$ cat config.mk
export PLATFORM = sky130hd
export DESIGN_NAME = config_loader
export DESIGN_NICKNAME = d
export VERILOG_FILES = /design/src/rtl/fabric_cfg_pkg.sv /design/src/rtl/cfg_serializer.sv /design/src/rtl/config_loader.sv
export SDC_FILE = /design/constraint.sdc
export NUM_CORES = 1
export LEC_CHECK = 0
export BUFFER_PORTS_ARGS = -buffer_cell sky130_fd_sc_hd__buf_4
export CAP_MARGIN = 20
export CORE_MARGIN = 2
export CORE_UTILIZATION = 50
export DETAILED_ROUTE_END_ITERATION = 12
export PLACE_DENSITY = 0.79
export SETUP_SLACK_MARGIN = 0.3
export SLEW_MARGIN = 20
export SYNTH_ARGS = -nofsm -noshare
export SYNTH_HDL_FRONTEND = slang
export SYNTH_SLANG_ARGS = --single-unit
$ cat constraint.sdc
create_clock -name clock -period 2.44 [get_ports clock]
set_input_delay 0.366 -clock clock [delete_from_list [all_inputs] [get_ports clock]]
set_output_delay 0.366 -clock clock [all_outputs]
set_load 0.02 [all_outputs]
$ cat src/rtl/fabric_cfg_pkg.sv
// Shared types and default sizing for the fabric configuration loader.
package fabric_cfg_pkg;

   typedef enum logic [1:0] {
      IDLE  = 2'd0,
      CLEAR = 2'd1,
      SHIFT = 2'd2,
      DONE  = 2'd3
   } cfg_state_t;

   localparam int DEFAULT_CHAIN_LENGTH = 4096;
   localparam int DEFAULT_WORD_WIDTH   = 32;
   localparam int DEFAULT_CLEAR_CYCLES = 2;

endpackage

$ cat src/rtl/cfg_serializer.sv
// Word-to-bit serialiser for the config chain: holding register, valid-bit count,
// and the word_ready / chain_enable handshake decode.
module cfg_serializer
   import fabric_cfg_pkg::*;
#(
   parameter int WORD_WIDTH = DEFAULT_WORD_WIDTH,
   parameter int BITS_W     = 13
) (
   input  logic                  clock,
   input  logic                  nreset,
   input  cfg_state_t            state,
   input  logic [BITS_W-1:0]     bits_left,
   input  logic                  flush,
   input  logic [WORD_WIDTH-1:0] word_data,
   input  logic                  word_valid,
   output logic                  word_ready,
   output logic                  chain_in,
   output logic                  chain_enable
);

   localparam int COUNT_W = $clog2(WORD_WIDTH + 1);

   logic [WORD_WIDTH-1:0] holding;
   logic [COUNT_W-1:0]    count;
   logic                  accept;

   // A new word is requested while the last held bit drains, but only if the
   // chain still needs more bits than are already held.
   assign chain_enable = (state == SHIFT) && (count != '0);
   assign word_ready   = (state == SHIFT)
                       && ((count == '0) || ((count == COUNT_W'(1)) && chain_enable))
                       && (int'(bits_left) > int'(count));
   assign accept       = word_valid && word_ready;
   assign chain_in     = holding[0];

   always_ff @(posedge clock or negedge nreset) begin
      if (!nreset) begin
         holding <= '0;
         count   <= '0;
      end else if (flush) begin
         holding <= '0;
         count   <= '0;
      end else if (accept) begin
         holding <= word_data;
         count   <= COUNT_W'(WORD_WIDTH);
      end else if (chain_enable) begin
         holding <= holding >> 1;
         count   <= count - COUNT_W'(1);
      end
   end

endmodule

$ cat src/rtl/config_loader.sv
// Loads a bitstream into the fabric configuration scan chain: clears the chain,
// shifts exactly CHAIN_LENGTH bits, and flags any 1 seen on the chain tail.
module config_loader
   import fabric_cfg_pkg::*;
#(
   parameter int CHAIN_LENGTH = DEFAULT_CHAIN_LENGTH,
   parameter int WORD_WIDTH   = DEFAULT_WORD_WIDTH,
   parameter int CLEAR_CYCLES = DEFAULT_CLEAR_CYCLES
) (
   input  logic                  clock,
   input  logic                  nreset,
   input  logic                  start,
   input  logic [WORD_WIDTH-1:0] word_data,
   input  logic                  word_valid,
   output logic                  word_ready,
   output logic                  chain_in,
   output logic                  chain_enable,
   output logic                  chain_nreset,
   input  logic                  chain_out,
   output logic                  busy,
   output logic                  done,
   output logic                  error
);

   localparam int BITS_W = $clog2(CHAIN_LENGTH + 1);
   localparam int CLR_W  = $clog2(CLEAR_CYCLES + 1);

   cfg_state_t        state;
   cfg_state_t        next_state;
   logic [CLR_W-1:0]  clear_cnt;
   logic [BITS_W-1:0] bits_left;
   logic              error_flag;
   logic              enter_clear;
   logic              enter_shift;
   logic              last_shift;

   assign enter_clear = start && ((state == IDLE) || (state == DONE));
   assign enter_shift = (state == CLEAR) && (clear_cnt == '0);
   assign last_shift  = chain_enable && (bits_left == BITS_W'(1));
   assign error       = error_flag;

   cfg_serializer #(
      .WORD_WIDTH (WORD_WIDTH),
      .BITS_W     (BITS_W)
   ) u_serializer (
      .clock        (clock),
      .nreset       (nreset),
      .state        (state),
      .bits_left    (bits_left),
      .flush        (last_shift),
      .word_data    (word_data),
      .word_valid   (word_valid),
      .word_ready   (word_ready),
      .chain_in     (chain_in),
      .chain_enable (chain_enable)
   );

   always_ff @(posedge clock or negedge nreset) begin
      if (!nreset) state <= IDLE;
      else         state <= next_state;
   end

   // Next state plus the state-decoded chain control outputs.
   always_comb begin
      next_state   = state;
      busy         = 1'b0;
      done         = 1'b0;
      chain_nreset = 1'b1;
      case (state)
         IDLE: begin
            if (start) next_state = CLEAR;
         end
         CLEAR: begin
            busy         = 1'b1;
            chain_nreset = 1'b0;
            if (clear_cnt == '0) next_state = SHIFT;
         end
         SHIFT: begin
            busy = 1'b1;
            if (last_shift || (bits_left == '0)) next_state = DONE;
         end
         DONE: begin
            done = 1'b1;
            if (start) next_state = CLEAR;
         end
         default: next_state = IDLE;
      endcase
   end

   // The clear timer counts down to zero so CLEAR lasts exactly CLEAR_CYCLES.
   always_ff @(posedge clock or negedge nreset) begin
      if (!nreset) begin
         clear_cnt <= '0;
      end else if (enter_clear) begin
         clear_cnt <= CLR_W'(CLEAR_CYCLES - 1);
      end else if ((state == CLEAR) && (clear_cnt != '0)) begin
         clear_cnt <= clear_cnt - CLR_W'(1);
      end
   end

   always_ff @(posedge clock or negedge nreset) begin
      if (!nreset) begin
         bits_left <= '0;
      end else if (enter_shift) begin
         bits_left <= BITS_W'(CHAIN_LENGTH);
      end else if (chain_enable) begin
         bits_left <= bits_left - BITS_W'(1);
      end
   end

   // A cleared chain of the right length only ever returns zeros while shifting.
   always_ff @(posedge clock or negedge nreset) begin
      if (!nreset) begin
         error_flag <= 1'b0;
      end else if (enter_clear) begin
         error_flag <= 1'b0;
      end else if (chain_enable && chain_out) begin
         error_flag <= 1'b1;
      end
   end

endmodule

==> results.txt <==
Dpl ws - 0.126 ns
Final WS setup - -0.0666 ns
Worst Max-Slew Pin Slew - 0.739 ns
Net switching share of the total power - 44.2%
Crit Path Max Fanout - 6
Routed WL - 10.9 mm
Crit-path slowest cell - dfrtp_1
Final Hold Fails - 0
IO buf count - 43
Syn Std Cell Area - 3380 µm²
Fin crit share - 103%
IO Pins - 44
Fin cells - 475
Die width - 86.2 µm
Die Span Y - 86.2 µm
1st-pass router iterations - 5
Area Overhead vs Synth - 40.7%
Core area - 6420 µm²
Sequential share of the synthesized area - 41.5%
PwrDens - 1100 nW/µm²
Reg2reg end - u_serializer.holding[7]
Final instance area - 4750 µm²
Placed instance count - 432
Setup violators final - 28
CTS tree - done
Net Count, Synth - 372
Tot Pwr - 5.25 mW
Residual DRC - 0
Die Area - 7420 µm²
Max Clk Rate - 399 MHz
Post-synthesis async set-or-reset flop share - 100%
Worst skew pair latency - 0.33 ns
CP Depth - 11
Total number of vias - 3135
Fillers - 363
Top FF cell, synth - dfrtp_1
Cell Rows - 29
Worst path most repeated cell - buf_6
Aggregate global-route resource usage - 27.7%
Pint - 2.93 mW
Hold Crit Class - input pin to asynchronous set/reset pin
Mean Syn Cell Area - 10.6 µm²
First-pass GRT wire length - 16.0 mm
Clock network fraction of total power - 10.3%
Crit path DAT - 2.73 ns
Post-route ant nets - 0
Crit path from - u_serializer.count[2]
Crit-path cells - inv_2 -> ha_4 -> nand3b_1 -> a211o_1 -> a311oi_4 -> buf_4 -> buf_6 -> and2_4 -> buf_6 -> buf_16 -> o31ai_4
Setup crit end - u_serializer.holding[7]
Share of post-route cells with drive strength above 1 - 45.5%
CTS Root Cell - clkbuf_8
Post-Synthesis Cells - 319
Violated checks - setup timing
Crit. End Element - flip-flop
Worst Path Required - 2.66 ns
R2R cell count - 11
Crit-path max cell delay - 0.40 ns
Type of the worst setup path - flip-flop to flip-flop
Slew Viols, Final - 0
Number of global-route vias before repair - 3069
Unrepaired setup endpoints after global routing - true
Maximum VDD drop - 639 µV
Critical Path Source Type - flip-flop
Setup tns final - -1.14 ns
Leakage power - 2.08 nW
Slew Limit Headroom - 50.7%
CTS Hold Bufs - 0
Switch Pwr - 2.32 mW
Cell variety after synth - 45
Hold Slack - 0.0731 ns
Longest Clk Path Bufs - 2
EDFF count, synth - 0
Initial antenna violation count - 0
Total CTS buffers - 5
Layout Utilization - 74.0%
Crit-path leading delay family - compound AO/OA/AOI/OAI gates
Initial Util - 52.6%
GPL Wtd Cong - 0.919
Iteration-0 DRC Markers - 369
Largest net degree at the start of global routing - 57
Synth Register Bits - 56
Outcome - finished with violations
Gr ovfl total - 0
Max-capacitance violation count - 0
NumNets Final - 450
FF-to-FF Start - u_serializer.count[2]
Antenna diodes - 0
Final Critical Period - 2.51 ns
H-tree levels - 2
Synth warnings - 0
Comb pwr share - 59.7%
CTS clk-pin slew, worst paths - 0.11 ns
R2R Setup Slk - -0.07 ns
Clock sinks - 56
Clock Skews - 0.0166 ns
Per-cell routed wire length - 23.0 µm
Bufs and invs on worst path - 5
Post-DP HPWL - 5.08 mm
Placement Cell Area - 3840 µm²
Sequential share of power - 29.9%
Mean number of vias per cell - 6.60
power by group through the flow:
stage                     sequential (mW)  combinational (mW)  clock [mW]
after floorplan                      1.53                1.50           0
after global placement               1.54                1.99           0
after detailed placement             1.56                2.07           0
after CTS                            1.53                2.49       0.533
after global routing                 1.59                3.31       0.580
final                                1.57                3.13       0.542
final cells by class:
class	count	area (µm²)	share of cell area, %
Clock inverter	2	13.8	0.290
Timing Repair Buffer	96	1000	21.1
Clock buffer	6	72.6	1.53
Sequential cell	56	1400	29.5
Inverter	18	67.6	1.42
Multi-Input combinational cell	220	2100	44.2
Tap cell	77	96.3	2.03
metal layers:
metal	global-route usage, %	wire [µm]	up-vias
met2	43.9	5360	179
met5	0	0	-
li1	-	-	1353
met1	38.6	4490	1559
met4	10.8	413	0
met3	3.56	693	44
how the worst min path moves through the flow:
stage	to	cells past startpoint
floorplan	bits_left[0]	0
global placement	clear_cnt[1]	1
global route	error	1
CTS	error	1
detailed placement	error	1
finish	error	1
cells in the final DEF, fill, tap and decap left out, types with 3 or more instances in the layout:
cell / n
buf_6: 12
buf_12: 5
dfrtp_1: 56
ha_1: 9
o31ai_2: 23
nand3_1: 3
nor4_4: 3
buf_16: 5
a21oi_1: 8
xor2_1: 3
ha_4: 6
o31ai_4: 5
inv_1: 10
clkbuf_8: 5
nand4_1: 32
o21ai_0: 6
nand2_1: 4
buf_8: 3
nor2_1: 18
o31ai_1: 4
mux2i_1: 32
nor3_1: 3
buf_4: 69
inv_2: 8
or3_4: 3
nor2_4: 3
xnor2_1: 8
sequential cells by signal (all words and copies together) (netlist names):
signal and cells:
u_serializer.holding 32, bits_left 13, u_serializer.count 6, clear_cnt 2
state 2, error 1
cells in the mapped netlist, types with 4 or more instances:
| cell type | instances | area (µm²) |
|---|---|---|
| mux2i_1 | 32 | 320 |
| nor2_1 | 23 | 86.3 |
| buf_6 | 4 | 45.0 |
| xnor2_1 | 8 | 70.1 |
| o21ai_0 | 9 | 45.0 |
| clkbuf_1 | 7 | 26.3 |
| a21oi_1 | 10 | 50.1 |
| dfrtp_1 | 56 | 1400 |
| buf_2 | 9 | 45.0 |
| inv_1 | 18 | 67.6 |
| ha_1 | 16 | 200 |
| o31ai_1 | 7 | 52.6 |
| nand2_1 | 6 | 22.5 |
| or3_1 | 5 | 31.3 |
| o31ai_2 | 25 | 313 |
| nand3_1 | 4 | 20.0 |
| nand4_1 | 32 | 200 |
| nor3_1 | 5 | 25.0 |
cells by family (layout without fill, tap and decap cells):
group / Yosys count / in the layout / share of synthesized area, %
simple gates: 93 / 93 / 16.1
compound gates: 67 / 67 / 17.4
flops: 56 / 56 / 41.5
buf+inv: 43 / 122 / 6.34
mux: 33 / 33 / 9.82
fa+ha+maj: 16 / 16 / 5.93
xor+xnor: 11 / 11 / 2.85
repair_timing:
action	in CTS	in global routing
gates cloned	7	0
endpoints found under the setup margin	39	48
resized for setup	47	40
pin swaps	31	14
buffers inserted	21	7
hold endpoints to repair	0	0
(Power assumes the default switching activity.)
